[src/rtl/sonar_pkg.sv]
`default_nettype none
// ============================================================================
//  Package     : sonar_pkg
//  Description : Shared definitions for the multi-channel sonar ranging
//                engine: FSM state encoding, channel-index width helper and
//                default timing constants (all timing in 1 us clock cycles).
//  Revision    : 1.0  initial release
// ============================================================================
package sonar_pkg;

    // Ranging FSM states, 3-bit encoding.
    typedef enum logic [2:0] {
        ST_IDLE      = 3'd0,
        ST_SEL       = 3'd1,
        ST_TRIG      = 3'd2,
        ST_WAIT_RISE = 3'd3,
        ST_MEAS      = 3'd4,
        ST_HOLD      = 3'd5,
        ST_GAP       = 3'd6
    } state_t;

    // Default timing in microseconds (one clk_1m cycle each).
    localparam int C_TRIG_US    = 10;
    localparam int C_TIMEOUT_US = 30000;
    localparam int C_GAP_US     = 60000;

    // Channel index width; a single channel still needs one bit.
    function automatic int ch_width(input int n);
        return (n <= 1) ? 1 : $clog2(n);
    endfunction

endpackage : sonar_pkg
`default_nettype wire

[src/rtl/sonar_scan_if.sv]
`default_nettype none
// ============================================================================
//  Interface   : sonar_scan_if
//  Description : Result channel of the sonar ranging engine (valid/ready).
//                master = ranging engine, slave = reporting path.
//  Signals     : res_vld  - result valid
//                res_rdy  - result accepted when res_vld && res_rdy
//                res_ch   - channel the result belongs to
//                res_us   - echo high width in us
//                res_to   - timeout / stuck-echo flag
//  Revision    : 1.0  initial release
// ============================================================================
interface sonar_scan_if #(
    parameter int CH_W  = 2,
    parameter int CNT_W = 16
);
    logic             res_vld;
    logic             res_rdy;
    logic [CH_W-1:0]  res_ch;
    logic [CNT_W-1:0] res_us;
    logic             res_to;

    modport master (
        output res_vld,
        output res_ch,
        output res_us,
        output res_to,
        input  res_rdy
    );

    modport slave (
        input  res_vld,
        input  res_ch,
        input  res_us,
        input  res_to,
        output res_rdy
    );
endinterface : sonar_scan_if
`default_nettype wire

[src/rtl/sync2.sv]
`default_nettype none
// ============================================================================
//  Module      : sync2
//  Description : Two-flop synchroniser bank for asynchronous inputs,
//                cleared by synchronous reset.
//  Ports       : clk  - destination clock
//                rst  - synchronous active-high reset
//                i_d  - asynchronous inputs (WIDTH bits)
//                o_q  - synchronised outputs (two cycles of latency)
//  Revision    : 1.0  initial release
// ============================================================================
module sync2 #(
    parameter int WIDTH = 1
) (
    input  wire logic             clk,
    input  wire logic             rst,
    input  wire logic [WIDTH-1:0] i_d,
    output logic      [WIDTH-1:0] o_q
);

    logic [WIDTH-1:0] r_meta;
    logic [WIDTH-1:0] r_sync;

    always_ff @(posedge clk) begin
        if (rst) begin
            r_meta <= '0;
            r_sync <= '0;
        end else begin
            r_meta <= i_d;
            r_sync <= r_meta;
        end
    end

    assign o_q = r_sync;

endmodule : sync2
`default_nettype wire

[src/rtl/sonar_scan.sv]
`default_nettype none
// ============================================================================
//  Module      : sonar_scan
//  Description : Round-robin ranging engine for N_CH HC-SR04-style sensors.
//                Per ping: TRIG_US trigger pulse, wait for echo rise, time
//                echo width in us, present result on a valid/ready channel,
//                then GAP_US of dead time before the next channel.
//  Ports       : clk_1m    - 1 MHz clock (1 cycle = 1 us)
//                rst       - synchronous active-high reset
//                start     - pulse; begins a scan when idle
//                mode_cont - rescan continuously (sampled at end of round)
//                ch_en     - per-channel enable (sampled at channel select)
//                s_trig    - sensor triggers, at most one high
//                s_echo    - asynchronous sensor echoes
//                res       - result channel (master side)
//                busy      - high whenever not idle
//  Revision    : 1.0  initial release
// ============================================================================
module sonar_scan
    import sonar_pkg::*;
#(
    parameter int N_CH       = 4,
    parameter int CNT_W      = 16,
    parameter int TRIG_US    = C_TRIG_US,
    parameter int TIMEOUT_US = C_TIMEOUT_US,
    parameter int GAP_US     = C_GAP_US
) (
    input  wire logic            clk_1m,
    input  wire logic            rst,
    input  wire logic            start,
    input  wire logic            mode_cont,
    input  wire logic [N_CH-1:0] ch_en,
    output logic      [N_CH-1:0] s_trig,
    input  wire logic [N_CH-1:0] s_echo,
    sonar_scan_if.master         res,
    output logic                 busy
);

    localparam int CH_W    = ch_width(N_CH);
    // Pointer is one bit wider so "past the last channel" is representable.
    localparam int PTR_W   = CH_W + 1;
    localparam int TMR_MAX = (TRIG_US > GAP_US) ? TRIG_US : GAP_US;
    localparam int TMR_W   = $clog2(TMR_MAX + 1);

    localparam logic [TMR_W-1:0] C_TRIG_LAST    = TMR_W'(TRIG_US - 1);
    localparam logic [TMR_W-1:0] C_GAP_LAST     = TMR_W'(GAP_US - 1);
    localparam logic [CNT_W-1:0] C_TIMEOUT      = CNT_W'(TIMEOUT_US);
    localparam logic [CNT_W-1:0] C_TIMEOUT_LAST = CNT_W'(TIMEOUT_US - 1);

    state_t            r_state, w_state_nxt;
    logic [PTR_W-1:0]  r_ptr,   w_ptr_nxt;
    logic [CH_W-1:0]   r_ch,    w_ch_nxt;
    logic [TMR_W-1:0]  r_tmr,   w_tmr_nxt;
    logic [CNT_W-1:0]  r_cnt,   w_cnt_nxt;
    logic              r_vld,   w_vld_nxt;
    logic [CNT_W-1:0]  r_us,    w_us_nxt;
    logic              r_to,    w_to_nxt;

    logic [N_CH-1:0]   w_echo_sync;
    logic              w_echo;
    logic              w_found;
    logic [CH_W-1:0]   w_pick;

    sync2 #(
        .WIDTH (N_CH)
    ) u_sync2 (
        .clk (clk_1m),
        .rst (rst),
        .i_d (s_echo),
        .o_q (w_echo_sync)
    );

    // Only the channel currently being pinged is observed.
    assign w_echo = w_echo_sync[r_ch];

    // Lowest enabled channel at or above the round pointer. Scanning from
    // the top down lets the lowest match be the last one written.
    always_comb begin
        w_found = 1'b0;
        w_pick  = '0;
        for (int i = N_CH - 1; i >= 0; i--) begin
            if (ch_en[i] && (PTR_W'(i) >= r_ptr)) begin
                w_found = 1'b1;
                w_pick  = CH_W'(i);
            end
        end
    end

    always_ff @(posedge clk_1m) begin
        if (rst) begin
            r_state <= ST_IDLE;
            r_ptr   <= '0;
            r_ch    <= '0;
            r_tmr   <= '0;
            r_cnt   <= '0;
            r_vld   <= 1'b0;
            r_us    <= '0;
            r_to    <= 1'b0;
        end else begin
            r_state <= w_state_nxt;
            r_ptr   <= w_ptr_nxt;
            r_ch    <= w_ch_nxt;
            r_tmr   <= w_tmr_nxt;
            r_cnt   <= w_cnt_nxt;
            r_vld   <= w_vld_nxt;
            r_us    <= w_us_nxt;
            r_to    <= w_to_nxt;
        end
    end

    always_comb begin
        w_state_nxt = r_state;
        w_ptr_nxt   = r_ptr;
        w_ch_nxt    = r_ch;
        w_tmr_nxt   = r_tmr;
        w_cnt_nxt   = r_cnt;
        w_vld_nxt   = r_vld;
        w_us_nxt    = r_us;
        w_to_nxt    = r_to;

        case (r_state)
            ST_IDLE: begin
                if (start && (ch_en != '0)) begin
                    w_ptr_nxt   = '0;
                    w_state_nxt = ST_SEL;
                end
            end

            ST_SEL: begin
                if (w_found) begin
                    w_ch_nxt    = w_pick;
                    w_tmr_nxt   = '0;
                    w_state_nxt = ST_TRIG;
                end else if (mode_cont && (ch_en != '0)) begin
                    // End of round, rescan from channel 0 next cycle.
                    w_ptr_nxt   = '0;
                end else begin
                    w_state_nxt = ST_IDLE;
                end
            end

            ST_TRIG: begin
                if (r_tmr == C_TRIG_LAST) begin
                    w_cnt_nxt   = '0;
                    w_state_nxt = ST_WAIT_RISE;
                end else begin
                    w_tmr_nxt   = r_tmr + 1'b1;
                end
            end

            ST_WAIT_RISE: begin
                if (w_echo) begin
                    // Rise cycle already counts as the first us of echo.
                    w_cnt_nxt   = CNT_W'(1);
                    w_state_nxt = ST_MEAS;
                end else if (r_cnt == C_TIMEOUT_LAST) begin
                    w_vld_nxt   = 1'b1;
                    w_us_nxt    = '0;
                    w_to_nxt    = 1'b1;
                    w_state_nxt = ST_HOLD;
                end else begin
                    w_cnt_nxt   = r_cnt + 1'b1;
                end
            end

            ST_MEAS: begin
                if (!w_echo) begin
                    w_vld_nxt   = 1'b1;
                    w_us_nxt    = r_cnt;
                    w_to_nxt    = 1'b0;
                    w_state_nxt = ST_HOLD;
                end else if (r_cnt == C_TIMEOUT) begin
                    // Echo stuck high: report the saturated width.
                    w_vld_nxt   = 1'b1;
                    w_us_nxt    = C_TIMEOUT;
                    w_to_nxt    = 1'b1;
                    w_state_nxt = ST_HOLD;
                end else begin
                    w_cnt_nxt   = r_cnt + 1'b1;
                end
            end

            ST_HOLD: begin
                if (res.res_rdy) begin
                    w_vld_nxt   = 1'b0;
                    w_tmr_nxt   = '0;
                    w_state_nxt = ST_GAP;
                end
            end

            ST_GAP: begin
                if (r_tmr == C_GAP_LAST) begin
                    w_ptr_nxt   = {1'b0, r_ch} + PTR_W'(1);
                    w_state_nxt = ST_SEL;
                end else begin
                    w_tmr_nxt   = r_tmr + 1'b1;
                end
            end

            default: begin
                w_state_nxt = ST_IDLE;
            end
        endcase
    end

    assign s_trig      = (r_state == ST_TRIG) ? (N_CH'(1) << r_ch) : '0;
    assign busy        = (r_state != ST_IDLE);
    assign res.res_vld = r_vld;
    assign res.res_ch  = r_ch;
    assign res.res_us  = r_us;
    assign res.res_to  = r_to;

endmodule : sonar_scan
`default_nettype wire
[src/flat_wrapper.sv]
// flat-port wrapper written by rule: the top's interface ports become plain ports
module sonar_scan_flat import sonar_pkg::*;
#(
    parameter int N_CH       = 4,
    parameter int CNT_W      = 16,
    parameter int TRIG_US    = C_TRIG_US,
    parameter int TIMEOUT_US = C_TIMEOUT_US,
    parameter int GAP_US     = C_GAP_US
)
  (clk_1m, rst, start, mode_cont, ch_en, s_trig, s_echo, busy, res_res_vld, res_res_ch, res_res_us, res_res_to, res_res_rdy);
  sonar_scan_if #(.CNT_W(CNT_W)) res_i ();
  input  wire logic clk_1m;
  input  wire logic rst;
  input  wire logic start;
  input  wire logic mode_cont;
  input  wire logic [N_CH-1:0] ch_en;
  output logic      [N_CH-1:0] s_trig;
  input  wire logic [N_CH-1:0] s_echo;
  output logic busy;
  output wire logic [$bits(res_i.res_vld)-1:0] res_res_vld;
  output wire logic [$bits(res_i.res_ch)-1:0] res_res_ch;
  output wire logic [$bits(res_i.res_us)-1:0] res_res_us;
  output wire logic [$bits(res_i.res_to)-1:0] res_res_to;
  input wire logic [$bits(res_i.res_rdy)-1:0] res_res_rdy;
  assign res_res_vld = res_i.res_vld;
  assign res_res_ch = res_i.res_ch;
  assign res_res_us = res_i.res_us;
  assign res_res_to = res_i.res_to;
  assign res_i.res_rdy = res_res_rdy;
  sonar_scan #(.N_CH(N_CH), .CNT_W(CNT_W), .TRIG_US(TRIG_US), .TIMEOUT_US(TIMEOUT_US), .GAP_US(GAP_US)) u_core (.clk_1m(clk_1m), .rst(rst), .start(start), .mode_cont(mode_cont), .ch_en(ch_en), .s_trig(s_trig), .s_echo(s_echo), .res(res_i), .busy(busy));
endmodule
[config.mk]
export PLATFORM = sky130hd
export DESIGN_NAME = sonar_scan_flat
export DESIGN_NICKNAME = d
export VERILOG_FILES = /design/src/rtl/sonar_pkg.sv /design/src/rtl/sonar_scan_if.sv /design/src/rtl/sync2.sv /design/src/rtl/sonar_scan.sv /design/src/flat_wrapper.sv
export SDC_FILE = /design/constraint.sdc
export NUM_CORES = 1
export LEC_CHECK = 0
export CAP_MARGIN = 15
export CORE_ASPECT_RATIO = 0.8
export CORE_MARGIN = 2
export CORE_UTILIZATION = 35
export DETAILED_ROUTE_END_ITERATION = 6
export PLACE_DENSITY_LB_ADDON = 0.1
export SLEW_MARGIN = 10
export SYNTH_ARGS = -nofsm -noshare
export SYNTH_HDL_FRONTEND = slang
export SYNTH_HIERARCHICAL = 1
export SYNTH_SLANG_ARGS = --single-unit
[constraint.sdc]
create_clock -name clk_1m -period 3.3 [get_ports clk_1m]
set_input_delay 0.99 -clock clk_1m [delete_from_list [all_inputs] [get_ports clk_1m]]
set_output_delay 0.99 -clock clk_1m [all_outputs]
set_load 0.1 [all_outputs]
==> summary.txt <==
Run status
  – Status: finished, final reports clean

Global route
  – M1 GR Usage: 24.6%
  – Most Used Layer, Global Route: met1
  – Initial antenna violation count: 0
  – Congestion Overflow GR: 0
  – Met3 GRT Util: 4.30%
  – Met2 Resource Use GR: 21.9%
  – Gr usage total: 16.2%
  – Vias in the first global route: 2,680
  – First-pass GRT wire length: 13.7 mm
  – Largest net degree at the start of global routing: 21

Synth
  – EDFF count, synth: 0
  – Prevailing post-synth register cell: dfxtp_1
  – Synth Register Bits: 66
  – Sequential share of the synthesized area: 39.2%
  – Yosys top cell by area: dfxtp_1
  – Synthesized area per cell: 8.78 um2
  – Cell count after synthesis: 384
  – Post-synth cell types: 65
  – Ys async rst share: 0%
  – Yosys warning count: 6
  – Largest cells by area after synthesis: dfxtp_1, nor2_1, mux2i_1
  – Synthesized Nets: 405
  – Mapped cell area: 0.00337 mm2
  – Synth top area share: 39.2%

Power and ir drop
  – Leakage: 1.56 nW
  – VDD IR-drop max: 0.000405 V
  – P per Cell Area: 660 mW/mm2

Worst setup path
  – Reg2Reg Setup Slack: 0.86 ns
  – Worst Setup End Kind: output port
  – Crit path DAT: 1.95 ns
  – Critical R2R Capture: u_core/res.res_us[1]
  – Worst setup SP type: flop
  – Crit path required time: 2.31 ns
  – Reg2Reg Depth: 5
  – Crit Path Category: flop to output port
  – Crit-path max FO: 12
  – Worst R2R Start: u_core/res.res_ch[0]

Floorplan
  – IO Pins: 38
  – Die height: 91.8 um
  – Die X: 114 um
  – Initial cell density of the core: 35.5%
  – Core footprint: 0.00949 mm2
  – Rows: 32
  – Die area: 0.0104 mm2

Drt
  – Vias per cell: 5.22
  – DR vias: 2,850
  – DRC: 0
  – Routed Antenna Nets: 0
  – Initial DRC count: 113
  – WL per Instance: 14.4 um
  – Final wirelength: 7.88 mm
  – First drt pass iteration count: 4

Flow run
  – Max-Cap Viols: 0

Place
  – PortBufs: 37
  – Dpl hpwl: 5.72 mm
  – GP Congestion: 0.827
  – Placed cells: 530

STA
  – Maximum clock rate: 0.340 GHz
  – Final Critical Period: 2.94 ns
  – Setup-violating endpoint count in the final report: 0
  – RSZ-0062 raised after global routing: false
  – Post-Route Setup TNS: 0 ns
  – Max-slew violation count: 0
  – Final hold viol count: 0
  – Clock skew: 0.00675 ns
  – Fin crit share: 89.2%
  – Slew at the pin closest to its max-slew limit: 0.618 ns
  – Worst slew margin: 58.6%

Cells and area
  – Final-layout fill cell count: 913
  – Most frequent cells in the layout: dfxtp_1, nor2_1, buf_4
  – NumNets Final: 443
  – Layout cells sized above 1: 15.2%
  – Post-route non-filler standard cell count: 546
  – FF+latch area: 0.00132 mm2
  – # diodes: 0
  – Most common cell after layout, fill and taps aside: dfxtp_1
  – Area grow syn2layout: 24.5%
  – Multi-input gate area: 0.00193 mm2

CTS
  – CTS sink cnt: 66
  – CTS max path bufs: 2
  – Post-CTS setup repair buffer count: 0
  – Resized cells post-CTS: 0
  – Worst skew pair latency: 0.33 ns
  – CTS buffer count: 9
  – CTS tree: done
  – Root Buffer: clkbuf_16
  – Cts hold-fix bufs: 0
  – Clk pin slew, worst setup/hold paths: 0.05 ns
  – H-tree depth: 3

Min path
  – Hold depth: 1
  – Hold Path End: u_core/u_sync2/o_q[2]
  – Critical hold path startpoint: u_core/u_sync2/r_meta[2]
  – Worst min path class: flop to flop
-- cell usage after synthesis (all sizes together) (3+ instances only) --
cell,count
a211o,3
a211oi,4
a21oi,9
a22o,9
a311oi,7
a31oi,9
and2,8
and3,10
and4,4
buf,7
clkbuf,9
dfxtp,66
ha,8
inv,12
mux2i,13
nand2,22
nand2b,4
nand3,16
nand4,18
nor2,60
nor2b,14
nor3,7
nor3b,3
nor4bb,3
o21ai,5
or3,4
xnor2,14
xor2,8
-- cell type report --
type,count,share of cell area [%]
inverter,12,1.07
clock inverter,6,2.74
multi-input combinational,290,46.1
sequential,66,31.5
clock buffer,10,5.46
tap,119,3.55
timing repair buffer,43,9.60
-- worst max path at each step --
stage / startpoint / cells past startpoint / endpoint
finish: u_core/r_state[1] / 4 / s_trig[3]
global route: u_core/r_state[1] / 4 / s_trig[3]
CTS: u_core/r_state[1] / 4 / s_trig[3]
detailed placement: ch_en[2] / 7 / u_core/r_ptr[0]
global placement: ch_en[2] / 7 / u_core/r_ptr[0]
floorplan: u_core/res.res_ch[0] / 2 / s_trig[3]
-- where the power goes --
group          internal (mW)  leakage (nW)  switching [mW]
clock                  0.740         0.163           0.358
sequential             0.839         0.534          0.0781
combinational          0.247         0.867           0.508
total                   1.83          1.56           0.944
-- flip-flops by register name, summed over array words and instances (netlist names) --
| signal | count |
|---|---|
| u_core/r_cnt | 16 |
| u_core/r_tmr | 16 |
| u_core/res.res_us | 16 |
| u_core/u_sync2/o_q | 4 |
| u_core/u_sync2/r_meta | 4 |
| u_core/r_ptr | 3 |
| u_core/r_state | 3 |
| u_core/res.res_ch | 2 |
| u_core/res.res_to | 1 |
| u_core/res.res_vld | 1 |
-- cell families (layout without fill, tap and decap cells) --
kind of cell,count (synthesis),after routing,share of synthesized area (%)
adder cells (fa/ha/maj),8,8,2.97
multiplexers,14,14,4.53
AO/OA/AOI/OAI,62,62,15.0
flip-flops,66,66,39.2
AND/OR/NAND/NOR,184,184,29.1
buffers and inverters,28,71,3.45
XOR/XNOR,22,22,5.72
-- metal layers --
metal | share of wire [%] | routed length (um) | up-vias
met5 | 0 | 0 | -
met4 | 0.85 | 67 | 0
met3 | 4.4 | 346 | 5
met2 | 40 | 3180 | 54
met1 | 54 | 4290 | 1323
li1 | - | - | 1468
-- worst max-delay path: stages, from the launching register on --
cell and delay, ns:
dfxtp_1 0.54, nor2b_1 0.37, and2b_1 0.31, and2_1 0.21, buf_12 0.18
-- stage by stage --
step                      area (um2)  total power, mW  utilization, %  hold slack, ns  setup slack (ns)
after detailed placement        3850             1.69            40.6           0.420             0.145
after CTS                       4200             2.80            44.2           0.433             0.343
after global routing            4200             2.92            44.2           0.449             0.153
final                           4200             2.77            44.2           0.432             0.357
after global placement          3850             1.69            40.6           0.424             0.202
after floorplan                 3370             1.50               -           0.414             0.234
(Power assumes the default switching activity.)
